$ cat src/rtl/ntt_sched_pkg.sv
// ntt_sched_pkg: shared definitions for the NTT stage scheduler and the
// per-page address/stride generators.
//   state_e          scheduler FSM states
//   MAX_CFG          largest legal point configuration (N = 16 << 5 = 512)
//   BASE_LOG2N       log2 of the smallest transform (N = 16)
//   DEF_LANES        default butterflies issued per accepted cycle
//   DEF_PIPE_DEPTH   default datapath retire latency
//   stage_count()    number of stages for a configuration (log2 N)
package ntt_sched_pkg;

  typedef enum logic [1:0] {
    ST_IDLE  = 2'd0,
    ST_ISSUE = 2'd1,
    ST_DRAIN = 2'd2,
    ST_DONE  = 2'd3
  } state_e;

  localparam int MAX_CFG        = 5;
  localparam int BASE_LOG2N     = 4;
  localparam int DEF_LANES      = 4;
  localparam int DEF_PIPE_DEPTH = 6;

  function automatic logic [3:0] stage_count(input logic [2:0] cfg);
    return 4'(BASE_LOG2N) + {1'b0, cfg};
  endfunction

endpackage

$ cat src/rtl/ntt_stage_addr_gen.sv
// ntt_stage_addr_gen: combinational stride and top-operand address for one
// butterfly index. Shared between the scheduler and the datapath pages.
//   cfg_i       point configuration (N = 16 << cfg)
//   stage_i     current stage, 0..(3+cfg)
//   k_i         butterfly index
//   stride_o    (N/2) >> stage
//   addr_top_o  top operand address; the bottom operand is top + stride
module ntt_stage_addr_gen
  import ntt_sched_pkg::*;
#(
  parameter int IDX_W = 10
) (
  input  logic [2:0]       cfg_i,
  input  logic [3:0]       stage_i,
  input  logic [IDX_W-1:0] k_i,
  output logic [IDX_W-1:0] stride_o,
  output logic [IDX_W-1:0] addr_top_o
);

  logic [3:0]       s;
  logic [IDX_W-1:0] mask;

  always_comb begin
    // log2 of the stride: (log2 N - 1) - stage
    s          = 4'(BASE_LOG2N - 1) + {1'b0, cfg_i} - stage_i;
    stride_o   = IDX_W'(1) << s;
    mask       = stride_o - IDX_W'(1);
    // Insert a zero bit at position s: the group number moves up one bit,
    // the offset within the group stays in place.
    addr_top_o = ((k_i >> s) << (s + 4'd1)) | (k_i & mask);
  end

endmodule

$ cat src/rtl/ntt_stage_scheduler.sv
// ntt_stage_scheduler: walks the butterfly datapath through every stage of an
// N-point transform (N = 16 << i_point_configuration), issuing LANES
// butterflies per accepted cycle and draining the PIPE_DEPTH-cycle datapath
// between stages so in-place reads never overtake the previous stage's writes.
// Ports:
//   clock, i_reset          rising-edge clock, async active-high reset
//   i_start, i_point_configuration  start request / size code (IDLE only)
//   i_abort                 synchronous abort back to IDLE
//   i_issue_ready           datapath accepts the current issue
//   o_busy, o_issue_valid   non-IDLE / issue fields valid
//   o_stage, o_stride, o_bfly_index, o_addr_top  issue fields
//   o_new_stage, o_last_issue  first / final issue of a stage
//   o_done, o_cfg_err       one-cycle completion / rejected-config pulses
//   o_stall_cycles          stall counter (NTT_SCHED_STALL_CNT_EN), else 0
// Optional feature macro: NTT_SCHED_STALL_CNT_EN
module ntt_stage_scheduler #(
  parameter int LANES      = ntt_sched_pkg::DEF_LANES,
  parameter int PIPE_DEPTH = ntt_sched_pkg::DEF_PIPE_DEPTH,
  parameter int IDX_W      = 10,
  parameter int MAX_CFG    = ntt_sched_pkg::MAX_CFG
) (
  input  logic             clock,
  input  logic             i_reset,
  input  logic             i_start,
  input  logic [2:0]       i_point_configuration,
  input  logic             i_abort,
  input  logic             i_issue_ready,
  output logic             o_busy,
  output logic             o_issue_valid,
  output logic [3:0]       o_stage,
  output logic [IDX_W-1:0] o_stride,
  output logic [IDX_W-1:0] o_bfly_index,
  output logic [IDX_W-1:0] o_addr_top,
  output logic             o_new_stage,
  output logic             o_last_issue,
  output logic             o_done,
  output logic             o_cfg_err,
  output logic [15:0]      o_stall_cycles
);
  import ntt_sched_pkg::*;

  localparam int CNT_W = $clog2(PIPE_DEPTH + 1);

  state_e           state_q, state_d;
  logic [2:0]       cfg_q, cfg_d;
  logic [3:0]       stage_q, stage_d;
  logic [IDX_W-1:0] k_q, k_d;
  logic [CNT_W-1:0] cnt_q, cnt_d;
  logic             cfg_err_q, cfg_err_d;

  logic             busy, valid;
  logic [3:0]       last_stage;
  logic [IDX_W-1:0] last_k;
  logic [IDX_W-1:0] stride_w, top_w;

  assign busy       = (state_q != ST_IDLE);
  assign valid      = (state_q == ST_ISSUE);
  assign last_stage = stage_count(cfg_q) - 4'd1;
  // N/2 = 1 << (log2 N - 1); the final issue starts LANES below it
  assign last_k     = (IDX_W'(1) << last_stage) - IDX_W'(LANES);

  ntt_stage_addr_gen #(
    .IDX_W(IDX_W)
  ) u_addr_gen (
    .cfg_i     (cfg_q),
    .stage_i   (stage_q),
    .k_i       (k_q),
    .stride_o  (stride_w),
    .addr_top_o(top_w)
  );

  always_comb begin
    state_d   = state_q;
    cfg_d     = cfg_q;
    stage_d   = stage_q;
    k_d       = k_q;
    cnt_d     = cnt_q;
    cfg_err_d = 1'b0;
    case (state_q)
      ST_IDLE: begin
        // abort in IDLE suppresses both the start and the config check
        if (i_start && !i_abort) begin
          if (i_point_configuration <= 3'(MAX_CFG)) begin
            cfg_d   = i_point_configuration;
            stage_d = '0;
            k_d     = '0;
            state_d = ST_ISSUE;
          end else begin
            cfg_err_d = 1'b1;
          end
        end
      end
      ST_ISSUE: begin
        if (i_issue_ready) begin
          if (k_q == last_k) begin
            cnt_d   = CNT_W'(PIPE_DEPTH);
            state_d = ST_DRAIN;
          end else begin
            k_d = k_q + IDX_W'(LANES);
          end
        end
      end
      ST_DRAIN: begin
        if (cnt_q == CNT_W'(1)) begin
          if (stage_q == last_stage) begin
            state_d = ST_DONE;
          end else begin
            stage_d = stage_q + 4'd1;
            k_d     = '0;
            state_d = ST_ISSUE;
          end
        end else begin
          cnt_d = cnt_q - CNT_W'(1);
        end
      end
      ST_DONE: state_d = ST_IDLE;
      default: state_d = ST_IDLE;
    endcase
    if (i_abort && (state_q != ST_IDLE)) begin
      state_d = ST_IDLE;
    end
  end

  always_ff @(posedge clock or posedge i_reset) begin
    if (i_reset) begin
      state_q   <= ST_IDLE;
      cfg_q     <= '0;
      stage_q   <= '0;
      k_q       <= '0;
      cnt_q     <= '0;
      cfg_err_q <= 1'b0;
    end else begin
      state_q   <= state_d;
      cfg_q     <= cfg_d;
      stage_q   <= stage_d;
      k_q       <= k_d;
      cnt_q     <= cnt_d;
      cfg_err_q <= cfg_err_d;
    end
  end

  // Issue fields read as zero whenever the scheduler is idle.
  assign o_busy        = busy;
  assign o_issue_valid = valid;
  assign o_stage       = busy ? stage_q  : '0;
  assign o_stride      = busy ? stride_w : '0;
  assign o_bfly_index  = busy ? k_q      : '0;
  assign o_addr_top    = busy ? top_w    : '0;
  assign o_new_stage   = valid && (k_q == '0);
  assign o_last_issue  = valid && (k_q == last_k);
  assign o_done        = (state_q == ST_DONE);
  assign o_cfg_err     = cfg_err_q;

`ifdef NTT_SCHED_STALL_CNT_EN
  logic [15:0] stall_q, stall_d;

  always_comb begin
    stall_d = stall_q;
    if ((state_q == ST_IDLE) && (state_d == ST_ISSUE)) begin
      stall_d = '0;
    end else if (valid && !i_issue_ready && (stall_q != 16'hFFFF)) begin
      stall_d = stall_q + 16'd1;
    end
  end

  always_ff @(posedge clock or posedge i_reset) begin
    if (i_reset) begin
      stall_q <= '0;
    end else begin
      stall_q <= stall_d;
    end
  end

  assign o_stall_cycles = stall_q;
`else
  assign o_stall_cycles = '0;
`endif

endmodule

$ cat config.mk
export PLATFORM = sky130hd
export DESIGN_NAME = ntt_stage_scheduler
export DESIGN_NICKNAME = d
export VERILOG_FILES = /design/src/rtl/ntt_sched_pkg.sv /design/src/rtl/ntt_stage_addr_gen.sv /design/src/rtl/ntt_stage_scheduler.sv
export SDC_FILE = /design/constraint.sdc
export NUM_CORES = 1
export LEC_CHECK = 0
export CAP_MARGIN = 5
export CORE_MARGIN = 8
export CORE_UTILIZATION = 48
export CTS_CLUSTER_DIAMETER = 100
export DETAILED_ROUTE_END_ITERATION = 8
export PLACE_DENSITY = 0.8
export SLEW_MARGIN = 20
export SYNTH_ARGS = -nofsm -noshare
export SYNTH_HDL_FRONTEND = slang
export SYNTH_SLANG_ARGS = --single-unit
$ cat constraint.sdc
create_clock -name clock -period 3.9 [get_ports clock]
set_input_delay 0.78 -clock clock [delete_from_list [all_inputs] [get_ports clock]]
set_output_delay 0.78 -clock clock [all_outputs]
set_load 0.01 [all_outputs]
## Word-level counts from Yosys, hierarchy flattened

Cells that the tools add are included.

- Add/subtract/negate cells: 10
- Magnitude comparators: 1
- Equality and inequality tests: 19
- Shift operators: 4
- Mux-type cells: 31
- Bitwise logic cells: 2
- Reduce and logical (&&, ||, !) cells: 16

Operator list:

| operator | count |
|---|---|
| $mux 10 | 9 |
| $pmux 10 s3 | 1 |
| $mux 4 | 5 |
| $shl 1x4->10 const A | 2 |
| $mux 2 | 7 |
| $ne 2x2->1 const B | 7 |
| $add 10x3->10 const B | 1 |
| $and 10x10->10 | 1 |
| $eq 10x10->1 | 1 |
| $logic_not 10->1 | 1 |
| $or 10x10->10 | 1 |
| $reduce_and 5->1 | 2 |
| $shl 10x4->10 | 1 |
| $shr 10x4->10 | 1 |
| $sub 10x1->10 const B | 1 |
| $sub 10x4->10 const B | 1 |
| $mux 3 | 3 |
| $ne 3x3->1 const B | 3 |
| $add 4x1->4 const B | 2 |
| $pmux 2 s4 | 1 |
| $pmux 4 s2 | 1 |
| $reduce_and 7->1 | 1 |
| $pmux 3 s2 | 1 |
| $reduce_bool 2->1 | 3 |
| 20 further kinds | 26 |

- Bits in registers: 23
- Input bits: 8
- Output and inout port bits: 56

## Logic depth before layout (Yosys ltp)

Gate-level depths: netlist of run 1.

- Depth after elaboration: 9
- Gate-level depth with buffers: 16
- Gate-level depth less buffers: 13

## Modules after synthesis

A second synthesis of run 1 with hierarchy kept.

- Cell total of the unflattened synthesis: 443
- Area total of the unflattened synthesis: 3365.7 sq um

By module, submodules not included:

| module | times used | cells an instance | area each (sq um) |
|---|---|---|---|
| ntt_stage_scheduler | 1 | 271 | 2183.3 |
| ntt_stage_addr_gen | 1 | 172 | 1182.4 |

## Worst setup path before layout of run 1

No wires, ideal clock.

- Path kind: register to output
- From: reg cfg_q[2]
- To: out o_addr_top[4]
- Arrival: 3.173 ns
- Data required time: 3.120 ns
- Slack: -0.053 ns
- Stages on the path, launching flop included: 14
- Path buffers: 1
- Path through: dfrtp_1 > buf_2 > clkinv_1 > ha_1 > inv_1 > fa_1 > xor3_1 > nor2_1 > nand2_1 > ha_1 > o211ai_1 > o21ai_0 > a22o_1 > a32o_1

- Cells in the longest elaborated chain, start to end: 7

RTL lines:

| item | line | source |
|---|---|---|
| from (decl) | ntt_stage_scheduler.sv:45 | `logic [2:0] cfg_q, cfg_d;` |
| from (signal assigned) | ntt_stage_scheduler.sv:134 | `cfg_q <= cfg_d;` |
| $add 2x3->4 (*) | ntt_stage_addr_gen.sv:25 | `s = 4'(BASE_LOG2N - 1) + {1'b0, cfg_i} - stage_i;` |
| $sub 4x4->4 (*) | ntt_stage_addr_gen.sv:25 |  |
| $shl 1x4->10 | ntt_stage_addr_gen.sv:26 | `stride_o = IDX_W'(1) << s;` |
| $sub 10x1->10 | ntt_stage_addr_gen.sv:27 | `mask = stride_o - IDX_W'(1);` |
| $and 10x10->10 | ntt_stage_addr_gen.sv:30 | `addr_top_o = ((k_i >> s) << (s + 4'd1)) \| (k_i & mask);` |
| $or 10x10->10 (*) | ntt_stage_addr_gen.sv:30 |  |
| $mux 10 (*) | ntt_stage_scheduler.sv:148 | `assign o_addr_top = busy ? top_w : '0;` |
| to (decl) | ntt_stage_scheduler.sv:33 | `output logic [IDX_W-1:0] o_addr_top,` |

Mark *: on every way between the ends. The rest lies on a longest branch, timed or not.

## Worst setup path after layout of run 1

- From: reg cfg_q[1]
- To: out o_addr_top[9]

Same word-level chain as after synthesis.

==> flow_metrics.py, run 1 <==
metrics = {
    "run_status": {
        "status": "finished with violations",
        "violations": "negative setup slack",
    },
    "timing": {
        "fin_skew_ps": 9.47,
        "maxSlewViolCount": 0,
        "period_share_pct": 102,
        "tightest_slew_ps": 841,
        "setup_viol": 4,
        "slew_headroom_pct": 43.9,
        "worst_slack_ps": -84.0,
        "hold_viol_final": 0,
        "min_period_ps": 3980,
        "hold_slack_ps": 516,
        "rsz0062_at_grt": "yes",
        "fmax_ghz": 0.251,
    },
    "worst_setup_path": {
        "slowest_stage": "mux4_2",
        "reg2reg_to": "k_q[5]",
        "cp_cell_sequence": "ha_4, ha_4, fa_2, inv_2, mux4_2, nand2b_1, o211ai_1, nor3_1, a211o_1, clkbuf_2",
        "worstSetupStartpointType": "flip-flop",
        "critPathMaxFanout": 8,
        "reg2regPathDepth": 16,
        "worstSetupEndpointType": "output pin",
        "cp-endpoint": "o_addr_top[9]",
        "timing_worst_setup_path_type": "flip-flop to output pin",
        "r2r-start": "cfg_q[1]",
        "crit_cells": 10,
        "cp.required_ps": 3120,
        "crit_top_cell": "ha_4",
        "max_stage_delay_ps": 570,
        "cp_num_buf_inv": 2,
        "cp-startpoint": "cfg_q[1]",
        "r2r_slack_ps": 620,
        "path_delay_family": "adder cells",
        "cp.arrival_ps": 3200,
    },
    "die": {
        "initial_utilization_pct": 48.8,
        "fp-row-count": 30,
        "die_width_um": 98.7,
        "die_area_um2": 9730,
        "fp.dieH_um": 98.7,
        "coreArea_um2": 6720,
        "io_pins": 64,
    },
    "clock_tree": {
        "cts_made_buffers": 3,
        "cts_root_buffer": "clkbuf_8",
        "cts_tree": "yes",
        "cts_sinks": 21,
        "insertion_delay_ps": 260,
        "cts_max_path_buffers": 2,
        "worst_setup_hold_path_clk_slew_ps": 90,
        "htree_levels": 1,
    },
    "grt": {
        "grt_pass1_wl_mm": 18.0,
        "grt_pass1_vias": 3632,
        "grt_usage_pct": 22.1,
        "grt_antenna_before_repair": 0,
        "grt_max_degree": 22,
        "gr-total-overflow": 0,
    },
    "power_and_ir_drop": {
        "max-vdd-ir-drop_mv": 0.619,
        "powerDensity_nw_per_um2": 940,
        "p_leak_nw": 1.89,
        "power_w": 0.00421,
    },
    "placement": {
        "dp_cells": 595,
        "dp_hpwl_mm": 8.36,
        "place.port_buffers": 45,
        "gp_congestion": 1.01,
        "place_ws_ps": -303,
    },
    "synthesis": {
        "yosysTopAreaCell": "dfrtp_1",
        "netlist_area_um2": 3280,
        "yosys_most_used_dff": "dfrtp_1",
        "synth_top_area_share_pct": 16.0,
        "synth-edff-count": 0,
        "synth_area_per_cell_um2": 7.39,
        "yosysSeqAreaShare_pct": 16.0,
        "async_flop_share_pct": 100,
        "synth_area_leaders": "dfrtp_1, ha_1, nand2_1, nor2_1, buf_4",
        "ys_ff_latch": 21,
        "syn-instance-count": 444,
        "yosysUniqueCellTypes": 84,
        "yosys_warnings": 0,
    },
    "routing": {
        "via_per_inst": 6.43,
        "drc": 0,
        "detail_route.wl_per_cell_um": 19.4,
        "drtIter0Drc": 447,
        "ant_nets": 0,
        "num_vias": 3941,
        "dr.pass1.iters": 7,
        "drt_wl_total_mm": 11.9,
    },
    "final_layout": {
        "n_antenna_cell": 0,
        "final_common_cell": "buf_4",
        "final_layout_size_suffix_gt1_share_pct": 26.8,
        "final_cell_mix": "buf_4, nand2_1, nor2_1",
        "area_growth_pct": 36.7,
        "fin_util_pct": 66.7,
        "nNetsFinal": 565,
        "instances_no_fill": 613,
    },
    "worst_hold_path": {
        "hold_path.class": "flip-flop to flip-flop",
    },
    "flow_run": {
        "drv_cap": 0,
    },
}
-- synth_stat cells, types with 3 or more instances --
| cell type | number |
|---|---|
| buf_2 | 8 |
| and3_1 | 9 |
| o211ai_1 | 6 |
| nor3_1 | 13 |
| o31ai_1 | 4 |
| o21ai_0 | 26 |
| nand3_1 | 11 |
| ha_1 | 22 |
| dfrtp_1 | 21 |
| a211oi_1 | 5 |
| nor2_1 | 39 |
| or3_1 | 11 |
| xor2_1 | 4 |
| a32o_1 | 3 |
| mux2_2 | 3 |
| nor4b_1 | 3 |
| inv_1 | 21 |
| nand2_1 | 45 |
| and2_1 | 12 |
| nor2b_1 | 6 |
| nand2b_1 | 9 |
| a31oi_1 | 12 |
| a21o_1 | 3 |
| clkbuf_1 | 20 |
| mux2i_1 | 3 |
| buf_6 | 4 |
| xnor2_1 | 7 |
| buf_4 | 19 |
| a21oi_1 | 24 |
| o32ai_1 | 4 |
-- through the flow --
| step | setup TNS [ps] | cell area, um2 |
|---|---|---|
| 2_1_floorplan | -0.208 | 3350 |
| 3_3_place_gp | -1050 | 4060 |
| 3_5_place_dp | -1930 | 4060 |
| 4_1_cts | -442 | 4200 |
| 5_1_grt | -607 | 4480 |
| 6_report | -159 | 4480 |
-- state kept, by name, indices dropped and copies added, names as in the netlist --
register	flops
cfg_q	3
o_cfg_err	1
state_q	2
k_q	8
stage_q	4
cnt_q	3
-- how the worst min path moves through the flow --
stage | start | slack [ps] | end | cells past startpoint
6_report | cnt_q[0] | 520 | cnt_q[0] | 1
5_1_grt | cnt_q[0] | 530 | cnt_q[0] | 1
4_1_cts | cnt_q[0] | 510 | cnt_q[0] | 1
3_5_place_dp | cnt_q[0] | 500 | cnt_q[0] | 1
3_3_place_gp | cnt_q[0] | 490 | cnt_q[0] | 1
2_1_floorplan | cnt_q[0] | 470 | cnt_q[0] | 1
-- cell families after synthesis --
| family | share of synthesized area, % |
|---|---|
| simple gates | 28.7 |
| mux | 2.63 |
| flops | 16.0 |
| fa+ha+maj | 9.00 |
| buf+inv | 12.0 |
| xor+xnor | 4.35 |
| compound gates | 27.2 |
| other cells | 0.114 |
-- report_power, final --
| group | internal, W | switching [W] | leakage, nW |
|---|---|---|---|
| combinational | 0.00168 | 0.00206 | 1.59 |
| clock | 0.0000712 | 0.0000780 | 0.0255 |
| sequential | 0.000252 | 0.0000682 | 0.273 |
| total | 0.00200 | 0.00221 | 1.89 |
-- per-layer routing --
layer,global-route usage (%),share of wire [%]
met1,27.8,40
met2,38.4,47
met3,2.96,8.8
met4,6.02,4.2
met5,0,0
-- final cells by class --
class	instances	area, um2
multi-input combinational	366	2730
fill	501	2240
timing repair buffer	119	998
sequential	21	526
tap	80	100
inverter	23	86.3
clock buffer	3	41.3
clock inverter	1	5.00
-- timing repair --
action | CTS | global route
gates cloned | 0 | 1
gates resized for setup | 48 | 62
setup buffers | 7 | 10
setup endpoints to repair | 11 | 11
hold buffers | 0 | 0
pin swaps | 10 | 26
No activity file was read; power rests on OpenSTA's default activity.
==> run 2: changes to the inputs <==
CORE_ASPECT_RATIO = 2   (was not set)
SETUP_SLACK_MARGIN = 0.4   (was not set)
==> run 2 against run 1 <==
Cell count grew 5.1%. Worst setup slack got worse by 16 ps. Clock power up 50%. Non-clock buffer count increased by 24. Sequential power barely moved. First-iteration DRC count fell by 44%. Total power grew 13%. Critical endpoint unchanged. Register-to-register slack better by 140 ps. Critical path depth rose by 4. Clock-buffer cell count up 1. Critical path type unchanged. The run still ends with negative setup slack left. Die area up 1.6%. Sequential share of layout area down 0.66 points.
==> flow_metrics.py, run 2 (synthesis gave the netlist of run 1 again) <==
metrics = {
    "final_layout": {
        "final_layout_size_suffix_gt1_share_pct": 31.7,
        "n_antenna_cell": 0,
        "final_common_cell": "buf_4",
        "final_cell_mix": "buf_4, nand2_1, nor2_1",
        "area_growth_pct": 45.2,
        "fin_util_pct": 71.9,
        "largest_register_ffs": 8,
        "largest-register": "k_q",
        "nNetsFinal": 588,
        "reg_top3": "k_q x8, stage_q x4",
    },
    "power_and_ir_drop": {
        "max-vdd-ir-drop_mv": 0.760,
        "powerDensity_nw_per_um2": 1000,
        "p_leak_nw": 2.11,
    },
    "clock_tree": {
        "insertion_delay_ps": 260,
        "cts_max_path_buffers": 2,
        "holdBufCountCts": 0,
        "cts_tree": "yes",
        "cts_sinks": 21,
        "htree_levels": 1,
        "cts_root_buffer": "clkbuf_16",
        "worst_setup_hold_path_clk_slew_ps": 60,
        "cts_made_buffers": 3,
    },
    "timing": {
        "min_period_ps": 4000,
        "setup_tns_ps": -211,
        "setup_viol": 5,
        "hold_viol_final": 0,
        "period_share_pct": 103,
        "tightest_slew_ps": 832,
        "rsz0062_at_grt": "yes",
        "maxSlewViolCount": 0,
        "fin_skew_ps": 2.42,
        "worst_slack_ps": -100,
        "slew_headroom_pct": 44.5,
        "fmax_ghz": 0.250,
    },
    "die": {
        "initial_utilization_pct": 49.5,
        "die_width_um": 74.4,
        "io_pins": 64,
        "coreArea_um2": 6620,
        "fp-row-count": 42,
        "fp.dieH_um": 133,
        "die_area_um2": 9890,
    },
    "grt": {
        "grt_pass1_wl_mm": 20.2,
        "grt_usage_pct": 26.0,
        "gr-total-overflow": 0,
        "grt_pass1_vias": 4093,
        "grt_max_degree": 24,
        "grt_antenna_before_repair": 0,
    },
    "placement": {
        "dp_hpwl_mm": 9.63,
        "gp_congestion": 0.992,
        "place.port_buffers": 45,
        "place_ws_ps": -235,
    },
    "worst_setup_path": {
        "critPathMaxFanout": 8,
        "reg2regPathDepth": 16,
        "cp_cell_sequence": "inv_2, ha_4, ha_4, fa_2, buf_6, inv_8, buf_4, a21oi_1, a21oi_2, buf_4, o211ai_1, nor3_1, a211o_1, buf_2",
        "r2r-start": "cfg_q[1]",
        "slowest_stage": "fa_2",
        "timing_worst_setup_path_type": "flip-flop to output pin",
        "worstSetupEndpointType": "output pin",
        "cp.required_ps": 3120,
        "max_stage_delay_ps": 640,
        "cp-startpoint": "stage_q[1]",
        "cp.arrival_ps": 3220,
        "worstSetupStartpointType": "flip-flop",
    },
    "run_status": {
        "violations": "negative setup slack",
        "status": "finished with violations",
    },
    "routing": {
        "detail_route.wl_per_cell_um": 19.6,
        "drtIter0Drc": 252,
        "num_vias": 3924,
        "drc": 0,
        "ant_nets": 0,
        "drt_wl_total_mm": 12.6,
        "dr.pass1.iters": 6,
        "via_per_inst": 6.09,
    },
    "worst_hold_path": {
        "hp-start": "cnt_q[0]",
        "holdPathStages": 1,
        "hold_path.class": "flip-flop to flip-flop",
    },
    "flow_run": {
        "drv_cap": 0,
    },
}
-- run 2: per-stage QoR --
step	instances	area (um2)	hold slack (ps)	power [W]
final	644	4760	507	0.00477
after global routing	644	4760	540	0.00507
after CTS	637	4590	515	0.00442
after detailed placement	616	4290	509	0.00375
after global placement	616	4290	484	0.00371
after floorplan	461	3500	467	0.00231
-- run 2: path summary, 6_finish.rpt --
kind / endpoint / slack (ps)
hold reg to reg: cnt_q[0] / 510
setup / recovery: o_addr_top[9] / -100
min in group asynchronous: cnt_q[1] / 990
max in group asynchronous: cfg_q[0] / 2340
setup reg to reg: state_q[1] / 760
hold / removal: cnt_q[0] / 510
-- run 2: timing repair --
| action | in CTS | in global routing |
|---|---|---|
| resized for setup | 97 | 29 |
| pin swaps | 26 | 18 |
| cloned | 0 | 0 |
| endpoints found under the setup margin | 21 | 18 |
| buffers inserted | 17 | 7 |
-- run 2: area by class of cell --
cell class | instances | area (um2)
multi-input combinational | 365 | 2720
tap | 88 | 110
timing repair buffer | 143 | 1220
sequential | 21 | 527
clock buffer | 4 | 78.8
inverter | 23 | 101
fill | 555 | 1860
-- run 2: report_power, final --
group | internal (W) | leakage [nW] | switching [W]
logic | 0.00203 | 1.80 | 0.00219
registers | 0.000253 | 0.272 | 0.0000660
clock network | 0.000140 | 0.0382 | 0.0000831
total | 0.00243 | 2.11 | 0.00234
-- run 2: layer usage --
metal / GRT usage [%] / vias to the layer above / part of all wire (%) / wire length [um]
li1: - / 1802 / - / -
met1: 23.9 / 1862 / 33 / 4150
met2: 47.4 / 198 / 55 / 6900
met3: 2.27 / 62 / 4.4 / 562
met4: 22.1 / 0 / 8.1 / 1030
met5: 0 / - / 0 / 0
-- run 2: critical path, delay by kind of cell (launching register included) --
| kind | cells | cell delay [ps] |
|---|---|---|
| buffers and inverters | 6 | 720 |
| adder cells (fa/ha/maj) | 3 | 990 |
| AO/OA/AOI/OAI | 4 | 780 |
| flip-flops | 1 | 390 |
| AND/OR/NAND/NOR | 1 | 70 |
==> run 3: changes to the inputs <==
SLEW_MARGIN = 0   (was 20)
==> results of run 3 <==
Same layout as run 2: the final DEF is identical, and so are final timing and power.
